`src/rtl/mips_dbg_pkg.sv`:
```
// Shared debug-path definitions for the MIPS run controller and the debug
// command decoder. Both sides use these state, command and stop-cause codes.
package mips_dbg_pkg;

  // Run-controller states; the encodings are exported on o_state for LEDs.
  typedef enum logic [2:0] {
    ST_IDLE   = 3'd0,
    ST_RUN    = 3'd1,
    ST_STEP   = 3'd2,
    ST_DRAIN  = 3'd3,
    ST_HALTED = 3'd4
  } run_state_e;

  // Commands issued by the debug command decoder.
  typedef enum logic [1:0] {
    CMD_STOP  = 2'd0,
    CMD_RUN   = 2'd1,
    CMD_STEP  = 2'd2,
    CMD_CLEAR = 2'd3
  } dbg_cmd_e;

  // Reason reported with each stop event.
  typedef enum logic [1:0] {
    CAUSE_CMD  = 2'd0,
    CAUSE_STEP = 2'd1,
    CAUSE_HALT = 2'd2,
    CAUSE_BP   = 2'd3
  } stop_cause_e;

endpackage

```
`src/rtl/dbg_cycle_counter.sv`:
```
// Enabled-cycle counter for the run controller.
// Ports:
//   i_clk, i_reset_n : clock, asynchronous active-low reset
//   i_enable         : count this cycle
//   i_clear          : synchronous clear, wins over i_enable
//   o_count          : current count, wraps modulo 2^WIDTH
module dbg_cycle_counter #(
  parameter int unsigned WIDTH = 32
) (
  input  logic             i_clk,
  input  logic             i_reset_n,
  input  logic             i_enable,
  input  logic             i_clear,
  output logic [WIDTH-1:0] o_count
);

  logic [WIDTH-1:0] count_q;
  logic [WIDTH-1:0] count_d;

  always_comb begin
    count_d = count_q;
    if (i_clear) begin
      count_d = '0;
    end else if (i_enable) begin
      count_d = count_q + WIDTH'(1);
    end
  end

  always_ff @(posedge i_clk or negedge i_reset_n) begin
    if (!i_reset_n) begin
      count_q <= '0;
    end else begin
      count_q <= count_d;
    end
  end

  assign o_count = count_q;

endmodule

```
`src/rtl/mips_run_ctrl.sv`:
```
// Execution controller between the debug command decoder and the MIPS
// pipeline. Turns STOP/RUN/STEP/CLEAR commands into a pipeline clock enable,
// stops on breakpoint PC match, drains the pipeline after HALT, counts
// enabled cycles and reports each stop with a one-cycle event and a cause.
// Ports:
//   i_clk, i_reset_n          : clock, asynchronous active-low reset
//   i_cmd_valid/i_cmd         : command strobe and code
//   o_cmd_ready               : command accepted when valid & ready
//   i_dump_busy               : UART dump in progress, stalls commands
//   i_halt                    : HALT decoded in the pipeline (level)
//   i_mips_pc                 : current fetch PC
//   i_bp_enable/i_bp_addr     : breakpoint arm and address
//   o_mips_enable             : pipeline clock enable
//   o_cycle_count             : enabled cycles since reset/CLEAR
//   o_stop_event/o_stop_cause : stop pulse and held cause code
//   o_state                   : current state for debug LEDs
module mips_run_ctrl
  import mips_dbg_pkg::*;
#(
  parameter int unsigned BITS_SIZE    = 32,
  parameter int unsigned DRAIN_CYCLES = 4
) (
  input  logic                 i_clk,
  input  logic                 i_reset_n,
  input  logic                 i_cmd_valid,
  input  logic [1:0]           i_cmd,
  output logic                 o_cmd_ready,
  input  logic                 i_dump_busy,
  input  logic                 i_halt,
  input  logic [BITS_SIZE-1:0] i_mips_pc,
  input  logic                 i_bp_enable,
  input  logic [BITS_SIZE-1:0] i_bp_addr,
  output logic                 o_mips_enable,
  output logic [BITS_SIZE-1:0] o_cycle_count,
  output logic                 o_stop_event,
  output logic [1:0]           o_stop_cause,
  output logic [2:0]           o_state
);

  localparam int unsigned DW = (DRAIN_CYCLES > 1) ? $clog2(DRAIN_CYCLES) : 1;
  localparam logic [DW-1:0] DRAIN_INIT = DW'(DRAIN_CYCLES - 1);

  run_state_e    state_q, state_d;
  logic [DW-1:0] drain_cnt_q, drain_cnt_d;
  logic          bp_skip_q, bp_skip_d;
  logic          stop_event_q, stop_event_d;
  stop_cause_e   stop_cause_q, stop_cause_d;

  dbg_cmd_e cmd;
  logic     cmd_accept;
  logic     bp_hit;
  logic     cnt_clear;

  assign cmd        = dbg_cmd_e'(i_cmd);
  assign cmd_accept = i_cmd_valid & o_cmd_ready;
  // bp_skip masks the match for the first RUN cycle after a resume so the
  // pipeline can step off the breakpoint address.
  assign bp_hit     = i_bp_enable & (i_mips_pc == i_bp_addr) & ~bp_skip_q;

  always_comb begin
    state_d       = state_q;
    drain_cnt_d   = drain_cnt_q;
    bp_skip_d     = bp_skip_q;
    stop_event_d  = 1'b0;
    stop_cause_d  = stop_cause_q;
    cnt_clear     = 1'b0;
    o_mips_enable = 1'b0;
    o_cmd_ready   = ~i_dump_busy &
                    ((state_q == ST_IDLE) | (state_q == ST_RUN) | (state_q == ST_HALTED));

    case (state_q)
      ST_IDLE: begin
        if (cmd_accept) begin
          case (cmd)
            CMD_RUN: begin
              state_d   = ST_RUN;
              bp_skip_d = 1'b1;
            end
            CMD_STEP:  state_d   = ST_STEP;
            CMD_CLEAR: cnt_clear = 1'b1;
            CMD_STOP:  ;
            default:   ;
          endcase
        end
      end
      ST_RUN: begin
        // Breakpoint drops the enable in the matching cycle itself.
        o_mips_enable = ~bp_hit;
        if (!bp_hit) bp_skip_d = 1'b0;
        if (bp_hit) begin
          state_d      = ST_IDLE;
          stop_event_d = 1'b1;
          stop_cause_d = CAUSE_BP;
        end else if (i_halt) begin
          state_d     = ST_DRAIN;
          drain_cnt_d = DRAIN_INIT;
        end else if (cmd_accept) begin
          if (cmd == CMD_STOP) begin
            state_d      = ST_IDLE;
            stop_event_d = 1'b1;
            stop_cause_d = CAUSE_CMD;
          end else if (cmd == CMD_CLEAR) begin
            cnt_clear = 1'b1;
          end
        end
      end
      ST_STEP: begin
        o_mips_enable = 1'b1;
        if (i_halt) begin
          state_d     = ST_DRAIN;
          drain_cnt_d = DRAIN_INIT;
        end else begin
          state_d      = ST_IDLE;
          stop_event_d = 1'b1;
          stop_cause_d = CAUSE_STEP;
        end
      end
      ST_DRAIN: begin
        o_mips_enable = 1'b1;
        if (drain_cnt_q == '0) begin
          state_d      = ST_HALTED;
          stop_event_d = 1'b1;
          stop_cause_d = CAUSE_HALT;
        end else begin
          drain_cnt_d = drain_cnt_q - DW'(1);
        end
      end
      ST_HALTED: begin
        if (cmd_accept && cmd == CMD_CLEAR) begin
          state_d   = ST_IDLE;
          cnt_clear = 1'b1;
        end
      end
      default: state_d = ST_IDLE;
    endcase
  end

  always_ff @(posedge i_clk or negedge i_reset_n) begin
    if (!i_reset_n) begin
      state_q      <= ST_IDLE;
      drain_cnt_q  <= '0;
      bp_skip_q    <= 1'b0;
      stop_event_q <= 1'b0;
      stop_cause_q <= CAUSE_CMD;
    end else begin
      state_q      <= state_d;
      drain_cnt_q  <= drain_cnt_d;
      bp_skip_q    <= bp_skip_d;
      stop_event_q <= stop_event_d;
      stop_cause_q <= stop_cause_d;
    end
  end

  dbg_cycle_counter #(
    .WIDTH (BITS_SIZE)
  ) u_cycle_counter (
    .i_clk     (i_clk),
    .i_reset_n (i_reset_n),
    .i_enable  (o_mips_enable),
    .i_clear   (cnt_clear),
    .o_count   (o_cycle_count)
  );

  assign o_stop_event = stop_event_q;
  assign o_stop_cause = stop_cause_q;
  assign o_state      = state_q;

endmodule
```
`config.mk`:
```
export PLATFORM = sky130hd
export DESIGN_NAME = mips_run_ctrl
export DESIGN_NICKNAME = d
export VERILOG_FILES = /design/src/rtl/mips_dbg_pkg.sv /design/src/rtl/dbg_cycle_counter.sv /design/src/rtl/mips_run_ctrl.sv
export SDC_FILE = /design/constraint.sdc
export NUM_CORES = 1
export LEC_CHECK = 0
export CORE_MARGIN = 2
export CORE_UTILIZATION = 44
export CTS_CLUSTER_SIZE = 16
export DETAILED_ROUTE_END_ITERATION = 12
export PLACE_DENSITY = 0.77
export SLEW_MARGIN = 40
export SYNTH_ARGS = -nofsm -noshare
export SYNTH_HDL_FRONTEND = slang
export SYNTH_SLANG_ARGS = --single-unit
```
`constraint.sdc`:
```
create_clock -name i_clk -period 2.4 [get_ports i_clk]
set_input_delay 0.24 -clock i_clk [delete_from_list [all_inputs] [get_ports i_clk]]
set_output_delay 0.24 -clock i_clk [all_outputs]
set_load 0.02 [all_outputs]
```
==> metrics.txt, run 1 <==
share of cells above drive strength 1=0.160; R2R cell count=7; register area share after synthesis=0.370; first-pass GRT wire length=13000 um; Netlist cell types=57; pin count of the biggest net entering global routing=42; DRT iter0 DRCs=124; GRT overflow=0; CP Capture Type=primary output; Max Clk Rate=420 MHz; status=finished, final reports clean; CTS tree=yes; Top Ports=112; core area=5990 um^2; fin. max-slew vios=0; r2r startpoint=o_state[0]$_DFFE_PN0P_; Worst Path Arrival=2.14 ns; initial antenna violation count=0; All-Layer GR Usage=0.224; Non-Filler Instances=525; critical path launch point type=primary input; Place WS=-0.184 ns; detailed-router iteration count before antenna repair=4; Setup Skew=0.00991 ns; Final Cycle Share=0.991; DIE HEIGHT=83.4 um; Pleak=1.76 nW; Adder-Cell Fraction of Synth Area=0.00903; routability congestion estimate=0.888; Area Growth Syn to Fin=57.9%; clock tree buffer depth=2; main combinational cell family by area after synthesis=simple AND/OR/NAND/NOR gates; WL final=7970 um; final setup margin=0.0205 ns; Mapped Nets=377; Clock Latency Late Sink=0.29 ns; reg2reg setup slack=0.10 ns; Final Instance Area=4380 um^2; clock-pin slew of the registers on the worst-case setup and hold paths=0.09 ns; Inserted Clock Buffers=5; multiplexer share of the synthesized area=0.00361; Worst Setup Path Type=primary input to primary output; Post-Synth Simple-Gate Area=0.275; Initial Utilization=0.463; number of buffers inserted by port buffering=111; mapped cell area=2770 um^2; Avg WL per Cell=15.2 um; actual slew at the worst max-slew pin=0.704 ns; Routed Antenna Nets=0; Max IR drop VDD=0.501 mV; ys async rst share=1.00; CP Max Fanout=2; Mapped Avg Cell Area=9.15 um^2; Setup violations, final=0; Die X=83.4 um; clk sinks=41; placed cells=514; die area=6950 um^2; Row Count=28; reg2reg end=u_cycle_counter.o_count[21]$_DFFE_PN0P_; Yosys warnings=0; DR vias=2934; Synth Area in Compound Gates=0.160; Final Hold Viols=0; min Tclk post-route=2.38 ns; n_diodes=0; synthesized flop and latch total=41; Synth Flop Type=dfrtp_1; EDFF count, synth=0; Max-slew headroom=0.530; max-cap violation count=0; root buf cell=clkbuf_8; Residual DRC=0; via-per-instance ratio=5.59; Post-Synthesis Cells=303; vias in the first global route=2900; Detailed Place HPWL=6150 um; Worst EP required=2.16 ns; worst hold path type=primary input to async pin; CTS H-Tree Depth=2; P per Cell Area=883 nW/um^2; DP Area=4160 um^2; nets=524; Post-Synth XOR/XNOR Area=0.139
[routing by layer]
layer / vias up / track usage / share of wire
met4: 0 / 0.0566 / 0.0053
li1: 1420 / - / -
met1: 1399 / 0.289 / 0.42
met3: 4 / 0.0457 / 0.069
met2: 111 / 0.383 / 0.50
met5: - / 0 / 0
[power by group]
| part | total, mW | internal (mW) | switching, mW |
|---|---|---|---|
| logic | 2.08 | 1.00 | 1.08 |
| clock network | 0.548 | 0.303 | 0.245 |
| registers | 1.24 | 0.936 | 0.302 |
| total | 3.87 | 2.24 | 1.63 |
[how the worst max path moves through the flow]
stage | startpoint | end | depth (start not counted)
2_1_floorplan | o_state[2]$_DFFE_PN0P_ | u_cycle_counter.o_count[10]$_DFFE_PN0P_ | 9
3_3_place_gp | i_bp_addr[15] | o_mips_enable | 8
3_5_place_dp | i_bp_addr[20] | o_mips_enable | 8
4_1_cts | i_bp_addr[11] | o_mips_enable | 8
5_1_grt | i_mips_pc[15] | o_mips_enable | 8
6_report | i_mips_pc[15] | o_mips_enable | 8
[cell usage in the layout (no fill, tap or decap), types with 4 or more instances in the layout]
master	count
clkbuf_8	5
nor4_1	4
nand2_1	13
and3_1	7
o31ai_1	6
inv_1	9
a31oi_1	5
nor2_1	18
a21oi_1	22
dlymetal6s2s_1	4
nand3_1	19
nand4_1	20
or3_1	9
o21ai_0	18
clkdlybuf4s50_1	105
xnor2_1	32
buf_4	39
dfrtp_1	40
xor2_1	7
or4_1	6
xnor2_2	5
[sequential cells by signal, summed over array words and instances, names as in the netlist]
signal                   cells
u_cycle_counter.o_count     32
o_state                      3
drain_cnt_q                  2
o_stop_cause                 2
bp_skip_q                    1
o_stop_event                 1
[worst max-delay path, cell delays in order]
cell	delay [ns]
clkdlybuf4s50_1	0.45
xnor2_2	0.23
nand4_1	0.16
nor4_4	0.35
nand2b_4	0.18
and3_2	0.21
inv_2	0.04
clkdlybuf4s15_1	0.27
[synth_stat cells, types with 3 or more instances]
master / count / area [um^2]
nand2b_1: 3 / 18.8
buf_6: 4 / 45.0
xnor2_1: 37 / 324
a21oi_1: 22 / 110
or3_1: 9 / 56.3
nand2_1: 13 / 48.8
buf_4: 3 / 22.5
o21ai_0: 18 / 90.1
nor4_1: 4 / 25.0
xor2_1: 7 / 61.3
and3_1: 7 / 43.8
a31oi_1: 5 / 31.3
nor2_1: 18 / 67.6
inv_1: 9 / 33.8
a21o_1: 3 / 22.5
nor3_1: 4 / 20.0
o211ai_1: 3 / 22.5
nand3_1: 19 / 95.1
nor4_2: 3 / 37.5
dfrtp_1: 41 / 1030
o31ai_1: 6 / 45.0
nand4_1: 20 / 125
or4_1: 6 / 45.0
[final cells by class]
cell class	instances	area [um^2]
clock buffer	5	68.8
clock inverter	2	35.0
fill	446	1610
inverter	10	37.5
multi-input combinational	242	1700
sequential	41	1030
tap	75	93.8
timing repair buffer	150	1410
[kinds of logic (layout without fill, tap and decap cells)]
family	after synthesis	after routing
xor gates and xnor gates	44	44
DFF	41	41
and+or+nand+nor	125	125
AOI/OAI and AO/OA	70	70
buffers and inverters	20	167
muxes	1	1
adders and majority gates	2	2
[per-stage QoR]
step | util | power [mW] | hold WS (ns) | setup TNS (ns)
finish | 0.731 | 3.87 | 0.467 | 0
global route | 0.731 | 4.11 | 0.524 | -0.115
CTS | 0.716 | 3.84 | 0.490 | 0
detailed placement | 0.695 | 3.30 | 0.260 | -1.40
global placement | 0.695 | 3.25 | 0.427 | -0.669
floorplan | - | 2.34 | -0.0556 | 0
[what timing repair did]
action	4_1_cts	5_1_grt
hold endpoints to repair	41	0
gates resized for setup	2	14
pin swaps	1	6
setup buffers	1	2
hold buffers	1	0
endpoints found under the setup margin	1	21
No activity file was read; power rests on OpenSTA's default activity.
==> run 2, diff against run 1 <==
- CORE_ASPECT_RATIO: default -> 1.2
==> metrics.txt, run 2 (synthesis results as in run 1) <==
DRT iter0 DRCs=167; share of cells above drive strength 1=0.138; clk sinks=41; Clock Latency Late Sink=0.29 ns; Final Cycle Share=0.958; post-CTS setup buffer count=0; n_diodes=0; setup TNS=0 ns; first-pass GRT wire length=13200 um; DR vias=2893; Largest register FFs=32; min Tclk post-route=2.30 ns; number of buffers inserted by port buffering=111; vias in the first global route=2851; CP Capture Type=register; clock tree buffer depth=2; Area Growth Syn to Fin=54.3%; Place WS=-0.173 ns; Setup Skew=0.0128 ns; CP Max Fanout=8; area of the multi-input gates=1670 um^2; Top Ports=112; detailed-router iteration count before antenna repair=5; worst hold path type=primary input to async pin; die area=6960 um^2; commonest non-fill, non-tap cell in the layout=clkdlybuf4s50_1; GRT overflow=0; CTS H-Tree Depth=2; CTS tree=yes; Inserted Clock Buffers=5; Non-Filler Instances=524; fin. max-slew vios=0; clock-pin slew of the registers on the worst-case setup and hold paths=0.08 ns; actual slew at the worst max-slew pin=0.791 ns; final setup margin=0.101 ns; max-cap violation count=0; core area=6050 um^2; via-per-instance ratio=5.52; most frequent cells in the layout=109 x clkdlybuf4s50_1, 41 x dfrtp_1, 35 x xnor2_1; fillers=515; final core occ=0.707; Worst Path Arrival=2.53 ns; Max Clk Rate=435 MHz; Detailed Place HPWL=6070 um; nets=516; initial antenna violation count=0; status=finished, final reports clean; Max-slew headroom=0.471; P per Cell Area=896 nW/um^2; Worst EP required=2.63 ns; Pleak=1.66 nW; placed cells=516; Avg WL per Cell=14.9 um; reg2reg setup slack=0.10 ns; hold_ws=0.468 ns; register area=1030 um^2; Final Hold Viols=0; All-Layer GR Usage=0.229; DIE HEIGHT=91.0 um; Routed Antenna Nets=0; Row Count=31; WL final=7810 um; pin count of the biggest net entering global routing=42; root buf cell=clkbuf_8; Setup violations, final=0; unrepaired setup endpoints after global routing=no; critical path launch point type=register; Residual DRC=0; Worst Setup Path Type=register to register; routability congestion estimate=0.879; Max IR drop VDD=0.503 mV; Initial Utilization=0.458; Die X=76.5 um
## run 2: routing by layer
metal | wire (um) | GRT usage | up-vias
met5 | 0 | 0 | -
met4 | 110 | 0.0515 | 0
met2 | 4160 | 0.414 | 81
met3 | 331 | 0.0457 | 11
met1 | 3200 | 0.280 | 1394
li1 | - | - | 1407
## run 2: metrics by stage
stage | cell area, um^2 | power, mW
floorplan | 2780 | 2.34
global placement | 4130 | 3.22
detailed placement | 4140 | 3.28
CTS | 4250 | 3.83
global route | 4280 | 4.09
finish | 4280 | 3.84
## run 2: cell type report
class                   count  area share
inverters                  10     0.00877
repair buffers            142       0.313
clock inverters             2     0.00819
clock buffers               5      0.0161
well taps                  82      0.0240
multi-input cells         242       0.390
flip-flops and latches     41       0.240
## run 2: worst paths after layout
kind	startpoint	to	depth (start not counted)
worst max-delay path	o_state[0]$_DFFE_PN0P_	u_cycle_counter.o_count[21]$_DFFE_PN0P_	7
worst min-delay path	i_reset_n	u_cycle_counter.o_count[22]$_DFFE_PN0P_	2
worst max register to register	o_state[0]$_DFFE_PN0P_	u_cycle_counter.o_count[21]$_DFFE_PN0P_	7
worst min register to register	o_stop_cause[0]$_DFFE_PN0P_	o_stop_cause[0]$_DFFE_PN0P_	2
max in group asynchronous	i_reset_n	o_stop_event$_DFF_PN0_	2
min in group i_clk	o_stop_cause[0]$_DFFE_PN0P_	o_stop_cause[0]$_DFFE_PN0P_	2
## run 2: what timing repair did
item                                   CTS  global route
hold buffers                             1             0
gates cloned                             0             0
gates resized for setup                  1             7
endpoints found under the hold margin   41             0
pin swaps                                0             3
setup endpoints to repair                1             2
## run 2: where the power goes
group,total [mW],switching [mW],leakage [nW],internal (mW)
registers,1.24,0.309,0.517,0.936
logic,2.05,1.08,1.08,0.971
clock network,0.541,0.239,0.0540,0.303
total,3.84,1.63,1.65,2.21
## run 2: worst max-delay path, stage by stage (launching register included)
cell	delay, ns
dfrtp_1	0.49
nand2b_4	0.09
or2_1	0.28
a21o_1	0.19
buf_4	0.17
a311o_1	0.37
or4_4	0.50
a21oi_2	0.14
==> patch (config.mk and constraints of run 2) <==
Make the reset (`i_reset_n`) synchronous in 2 clocked blocks. Comments in the files are not updated.
--- a/src/rtl/dbg_cycle_counter.sv
+++ b/src/rtl/dbg_cycle_counter.sv
@@ -27,5 +27,5 @@
   end
 
-  always_ff @(posedge i_clk or negedge i_reset_n) begin
+  always_ff @(posedge i_clk) begin
     if (!i_reset_n) begin
       count_q <= '0;
--- a/src/rtl/mips_run_ctrl.sv
+++ b/src/rtl/mips_run_ctrl.sv
@@ -136,5 +136,5 @@
   end
 
-  always_ff @(posedge i_clk or negedge i_reset_n) begin
+  always_ff @(posedge i_clk) begin
     if (!i_reset_n) begin
       state_q      <= ST_IDLE;
Check against the original RTL: differs if i_reset_n is asserted again (counterexample within 4 cycles, from zero or initial values and one cycle with i_reset_n low); with i_reset_n held inactive, the same outputs for 10 cycles.
==> patch against run 2 <==
Via count up 6.8%; worst setup slack better by 0.0055 ns; first-iteration DRC count down 6.0%; cell count up 5.2%; sequential cell count unchanged; synthesized area down 3.6%; routed wire length up 3.1%; global-route usage up 1.8 points; sequential share of layout area down 4.5 points; design area down 1.8%; clock skew down 0.0061 ns; largest cell class unchanged.
Power is not compared: it rests on default switching activity, and its combinational part moved more than twofold at a synthesized area within 25%.
==> patch: results <==
set metrics [dict create \
    ys_top_cells_by_area "dfxtp_1, xnor2_1, a21oi_1" \
    gr-usage-all-layers_pct 24.7 \
    final-clk-cell-share_pct 3.27 \
    cp-endpoint "o_mips_enable" \
    fin_crit_sh_pct 95.6 \
    worstRegToRegCells 6 \
    dp_hpwl_um 6410 \
    dr.pass1.iters 4 \
    arrival_ns 2.05 \
    wl_met3_um 485 \
    drive_above_1_share_pct 10.4 \
    gr-usage-met1_pct 28.1 \
    ys_types 46 \
    grt_pass1_wl_um 13100 \
    rrSetupSlack_ns 0.19 \
    grt_use_met3_pct 4.40 \
    drt_iter0_drc 157 \
    status "complete, no violations" \
    synth_compound_area_share_pct 20.1 \
    r2r-start "u_cycle_counter.o_count[12]" \
    multi_input_gates 270 \
    slew_headroom_pct 59.9 \
    vias_per_cell 5.61 \
    n_all_buffers 143 \
    grt_pass1_vias 2937 \
    n_all_inverters 7 \
    clock_skew_ns 0.00676 \
    synth_xor_area_share_pct 10.8 \
    met2_wirelength_um 4020 \
    pre_cts_ws_ns -0.116 \
    grt_max_degree 57 \
]
## patch: changes by cell type after synthesis, moves of 8 or more
cell	run 2	this run
o31ai_1	6	17
nand3_1	19	27
or4_1	6	16
dfxtp_1	0	41
dfrtp_1	41	0
a21oi_1	22	33
clkbuf_1	1	9
## patch: worst max-delay path, stage by stage
cell and delay (ns):
clkdlybuf4s50_1 0.55, xnor2_2 0.14, nand4_1 0.17, nor4_1 0.20, buf_4 0.16, and3_1 0.20
nor2_1 0.07, clkdlybuf4s15_1 0.31
## patch: worst min path at each step
stage | start | endpoint | slack (ns)
floorplan | i_reset_n | o_state[1] | 0.40
global placement | o_stop_cause[1] | o_stop_cause[1] | 0.45
global route | o_stop_cause[1] | o_stop_cause[1] | 0.49
finish | o_stop_cause[1] | o_stop_cause[1] | 0.47
CTS | o_stop_cause[1] | o_stop_cause[1] | 0.47
detailed placement | o_stop_cause[1] | o_stop_cause[1] | 0.46
